<file path="config.mk">
export PLATFORM = sky130hd
export DESIGN_NAME = uart_rx_fifo
export DESIGN_NICKNAME = d
export VERILOG_FILES = /design/src/rtl/uart_rx_fifo.sv
export SDC_FILE = /design/constraint.sdc
export NUM_CORES = 1
export LEC_CHECK = 0
export CORE_MARGIN = 5
export CORE_UTILIZATION = 50
export DETAILED_ROUTE_END_ITERATION = 10
export PLACE_DENSITY = 0.71
export RECOVER_POWER = 100
export REMOVE_ABC_BUFFERS = 1
export SLEW_MARGIN = 20
export SYNTH_ARGS = -nofsm -noshare
export SYNTH_HDL_FRONTEND = slang
export SYNTH_SLANG_ARGS = --single-unit
</file>
<file path="constraint.sdc">
create_clock -name clock -period 3.52 [get_ports clock]
set_input_delay 0.704 -clock clock [delete_from_list [all_inputs] [get_ports clock]]
set_output_delay 0.704 -clock clock [all_outputs]
set_load 0.03 [all_outputs]
</file>
<file path="src/rtl/uart_rx_fifo.sv">
// uart_rx_fifo: receive-side byte buffer between uart_rx and the UART/data-memory bridge.
// Each rising edge of rx_ready stores one byte into a first-word-fall-through FIFO,
// and the bridge removes bytes with pop at its own pace.
// Optional build macro UART_RX_FIFO_DROP_OLDEST_EN: when defined, a byte that arrives
// while the FIFO is full evicts the oldest entry instead of being dropped.
module uart_rx_fifo #(
    parameter int DEPTH  = 16,
    parameter int ADDR_W = 4
) (
    input  logic              clock,
    input  logic              n_rst,
    input  logic              rx_ready,
    input  logic [7:0]        rx_data,
    input  logic              pop,
    output logic [7:0]        dout,
    output logic              empty,
    output logic              full,
    output logic [ADDR_W:0]   count,
    output logic              overrun,
    input  logic              clr_overrun
);

    localparam logic [ADDR_W:0] DEPTH_CNT = (ADDR_W + 1)'(DEPTH);

    logic [7:0]        mem [DEPTH];
    logic [ADDR_W-1:0] wr_ptr;
    logic [ADDR_W-1:0] rd_ptr;
    logic [ADDR_W:0]   count_q;
    logic              prev_rx_ready;
    logic              overrun_q;

    logic push_req;
    logic pop_eff;
    logic push_acc;
    logic overflow;
    logic evict;
    logic wr_en;
    logic rd_adv;

    // Flags come straight from the registered occupancy counter.
    always_comb begin
        empty = (count_q == '0);
        full  = (count_q == DEPTH_CNT);
        count = count_q;
    end

    // A full FIFO still takes a new byte when the same cycle frees a slot.
    always_comb begin
        push_req = rx_ready & ~prev_rx_ready;
        pop_eff  = pop & ~empty;
        push_acc = push_req & (~full | pop_eff);
        overflow = push_req & full & ~pop_eff;
`ifdef UART_RX_FIFO_DROP_OLDEST_EN
        evict    = overflow;
`else
        evict    = 1'b0;
`endif
        wr_en    = push_acc | evict;
        rd_adv   = pop_eff | evict;
    end

    // Head byte is read asynchronously and forced to zero while nothing is stored.
    always_comb begin
        dout = empty ? 8'h00 : mem[rd_ptr];
    end

    // Storage is written without reset; stale contents are hidden by the empty gate.
    always_ff @(posedge clock) begin
        if (wr_en) begin
            mem[wr_ptr] <= rx_data;
        end
    end

    // Previous ready level resets high so a receiver already high at release is ignored.
    always_ff @(posedge clock or negedge n_rst) begin
        if (!n_rst) begin
            prev_rx_ready <= 1'b1;
        end else begin
            prev_rx_ready <= rx_ready;
        end
    end

    // Pointers advance independently and wrap naturally at DEPTH.
    always_ff @(posedge clock or negedge n_rst) begin
        if (!n_rst) begin
            wr_ptr <= '0;
            rd_ptr <= '0;
        end else begin
            if (wr_en) begin
                wr_ptr <= wr_ptr + ADDR_W'(1);
            end
            if (rd_adv) begin
                rd_ptr <= rd_ptr + ADDR_W'(1);
            end
        end
    end

    // Occupancy only moves when exactly one of push/pop takes effect; eviction keeps it at DEPTH.
    always_ff @(posedge clock or negedge n_rst) begin
        if (!n_rst) begin
            count_q <= '0;
        end else if (push_acc && !pop_eff) begin
            count_q <= count_q + (ADDR_W + 1)'(1);
        end else if (pop_eff && !push_acc) begin
            count_q <= count_q - (ADDR_W + 1)'(1);
        end
    end

    // Sticky overrun: a new overflow beats a simultaneous clear so no event is lost.
    always_ff @(posedge clock or negedge n_rst) begin
        if (!n_rst) begin
            overrun_q <= 1'b0;
        end else if (overflow) begin
            overrun_q <= 1'b1;
        end else if (clr_overrun) begin
            overrun_q <= 1'b0;
        end
    end

    assign overrun = overrun_q;

endmodule

</file>
==> out/metrics.yaml <==
clk_pin_slew_ns: 0.06
syn2layout_area_growth_pct: 17.2
crit_fanout: 35
crit_family: "multiplexers"
synthFlopType: "edfxtp_1"
slew_viol_final: 0
p_clk_share_pct: 30.8
hold_path_class: "flop to flop"
seq_area_um2: 4220
p_int_mw: 3.91
fillers: 831
post_drt_wl_per_cell_um: 21.4
synth_area_per_cell_um2: 19.1
p_leak_nw: 2.39
drive_gt1_share_pct: 20.0
worstSetupPathType: "flop to output port"
critPathLaunch: "rd_ptr[1]"
multi_input_area_um2: 1550
antenna_left: 0
insertedDiodeCount: 0
tightest_slew_ns: 0.700
cts_buffer_depth: 2
synthDistinctLibCells: 37
io-pin-count: 29
synth_top_area_share_pct: 65.1
fin_skew_ns: 0.0116
drv_cap: 0
drc_errors: 0
synthAdderAreaFrac_pct: 2.25
drt-vias-per-instance: 5.75
ys_warn_count: 0
dieArea_um2: 14100
synthMuxAreaShare_pct: 16.2
post-route-period-util_pct: 93.5
seq_area_frac_synth_pct: 71.5
num_rows: 39
synth_top_family_by_area: "multiplexers"
vias: 2919
synth-edff-count: 128
maxSlewHeadroom_pct: 53.2
cts_made_buffers: 17
rr_worst_depth: 10
powerDensity_nw_per_um2: 840
crit_chain: "buf_12 > mux4_1 > mux2_2 > o21ai_0 > a21oi_1 > dlygate4sd2_1"
cp_slowest_cell: "mux4_1"
overflow: 0
grt_max_degree: 36
clock_sinks: 143
synthXorXnorAreaFrac_pct: 1.34
wl_um: 10900
rsz0062_at_grt: "no"
synth.cell_area_um2: 5900
holdWs_ns: 0.540
clock_latency_ns: 0.41
power_mw: 5.81
crit-reg2reg-launch: "count[1]"
fp.dieW_um: 119
fin_nets: 375
cp.arrival_ns: 2.59
synth.area.top_cells: "edfxtp_1, mux4_2, dfrtp_1, mux4_1, ha_1"
hold_viol_final: 0
fp.dieH_um: 119
h-tree-depth: 4
cts_hold_buf: 0
cts-root-buf: "clkbuf_16"
r2r-end: "count[4]"
period_needed_ns: 3.29
drt_iter0_markers: 342
synth_seq_cells: 143
path_buf_inv: 2
power_frac_seq_pct: 37.3
peakVddDrop_mv: 0.549
grt.total_usage_pct: 16.9
cts_tree: "yes"
worstPathRequired_ns: 2.82
endpoint: "dout[7]"
antenna_found_initial: 0
start_util_pct: 51.3
core-area_um2: 11500
cp-end-kind: "output port"
grt_pass1_vias: 3227
setup_viol: 0
gp_congestion: 0.751
grt_pass1_wl_um: 17700
slowest_delay_ns: 0.59
fmax_mhz: 304
synth-simple-area-share_pct: 3.62
fin_tns_setup_ns: 0
io_buffers: 28
synth-compound-area-share_pct: 2.84
cp.depth: 6
synth_area_leader_cell: "edfxtp_1"
switching_share_pct: 32.7
switchingPower_mw: 1.90
ff2ff_setup_slack_ns: 0.39
async_flop_share_pct: 10.5
first_pass_iters: 4
status: "finished, final reports clean"
hpwl_um: 6850
syn_inst: 309
combPwrFrac_pct: 32.0
cp-start-kind: "flop"
Yosys cell counts, drive strengths merged, types with 4 or more instances:
library cell  number
a21oi             10
and2               5
and3               4
buf               10
clkbuf             6
dfrtp             14
edfxtp           128
ha                 9
inv                8
mux2              10
mux2i              9
mux4              32
nand2             11
nand3              6
nor2               6
nor3               7
o21ai             12
xnor2              7
power groups by stage:
stage | sequential, mW | combinational, mW | clock (mW)
2_1_floorplan | 2.36 | 1.11 | 0
3_5_place_dp | 2.20 | 1.99 | 0
4_1_cts | 2.17 | 1.97 | 1.82
6_report | 2.17 | 1.86 | 1.79
5_1_grt | 2.19 | 2.02 | 1.92
3_3_place_gp | 2.19 | 1.95 | 0
layout by cell type, fill, tap and decap left out, types with 2 or more instances in the layout:
cell	Yosys	final
nor3_1	7	7
mux4_1	9	9
nand2_1	11	11
clkbuf_16	0	17
edfxtp_1	128	128
mux4_2	23	23
and2_0	0	4
a21oi_1	10	10
buf_4	4	3
nor2_1	6	6
inv_6	0	5
xnor2_1	7	7
dlygate4sd2_1	0	3
dlygate4sd3_1	0	17
clkinv_4	0	2
xor2_1	2	2
clkdlybuf4s50_1	0	3
a21o_1	3	3
mux2i_1	9	9
dfrtp_1	14	14
mux2_2	10	10
inv_1	7	7
bufinv_16	0	2
and3_1	4	4
nand3_1	6	6
o21ai_0	8	10
buf_12	1	2
inv_8	0	3
ha_1	9	9
clkbuf_1	6	11
clkinvlp_4	0	2
registers in the layout (all words and copies together), names as in the netlist:
signal         count
mem              128
count              5
rd_ptr             4
wr_ptr             4
overrun            1
prev_rx_ready      1
per-stage QoR:
step                cells  setup slack [ns]  util [%]  cell area (um2)
floorplan             293             0.519         -             5800
global route          508            0.0997      60.1             6920
CTS                   508            0.0280      60.5             6970
global placement      476             0.283      55.3             6370
finish                508             0.229      60.1             6920
detailed placement    476            0.0270      55.3             6370
worst min-delay path, delay by kind of cell, from the launching register on:
| family | cells | cell delay (ns) |
|---|---|---|
| AO/OA/AOI/OAI | 1 | 0.07 |
| buffers and inverters | 1 | 0.05 |
| flip-flops | 1 | 0.38 |
logic make-up (layout without fill, tap and decap cells):
kind of cell,count (synthesis),count (layout)
DFF,143,143
buffers and inverters,24,80
and+or+nand+nor,43,43
AOI/OAI and AO/OA,29,29
xor gates and xnor gates,9,9
muxes,51,51
adders and majority gates,10,10
layer usage:
metal	up-vias	track usage, %	part of all wire [%]
met5	-	0	0
met2	65	28.0	51
met3	11	5.59	3.9
met4	0	3.91	0.88
li1	1332	-	-
met1	1511	22.0	44
layout make-up:
cell class                      instances  area share [%]
Clock buffer                           17            6.15
Inverter                                8           0.434
Clock inverter                         15            2.51
Timing Repair Buffer                   40            4.95
Sequential cell                       143            61.0
Tap cell                              143            2.58
Multi-Input combinational cell        142            22.4
worst min-delay path by stage:
| stage | startpoint | end | slack, ns | cells past startpoint |
|---|---|---|---|---|
| 2_1_floorplan | n_rst | count[0] | 0.41 | 0 |
| 3_3_place_gp | rd_ptr[3] | rd_ptr[3] | 0.52 | 1 |
| 3_5_place_dp | rd_ptr[3] | rd_ptr[3] | 0.53 | 1 |
| 4_1_cts | overrun | overrun | 0.55 | 2 |
| 5_1_grt | rd_ptr[3] | rd_ptr[3] | 0.58 | 1 |
| 6_report | overrun | overrun | 0.54 | 2 |
timing repair:
| item | in CTS | in global routing |
|---|---|---|
| resized for setup | 3 | 4 |
| setup buffers | 0 | 0 |
| setup endpoints to repair | 3 | 4 |
No activity file was read; power rests on OpenSTA's default activity.
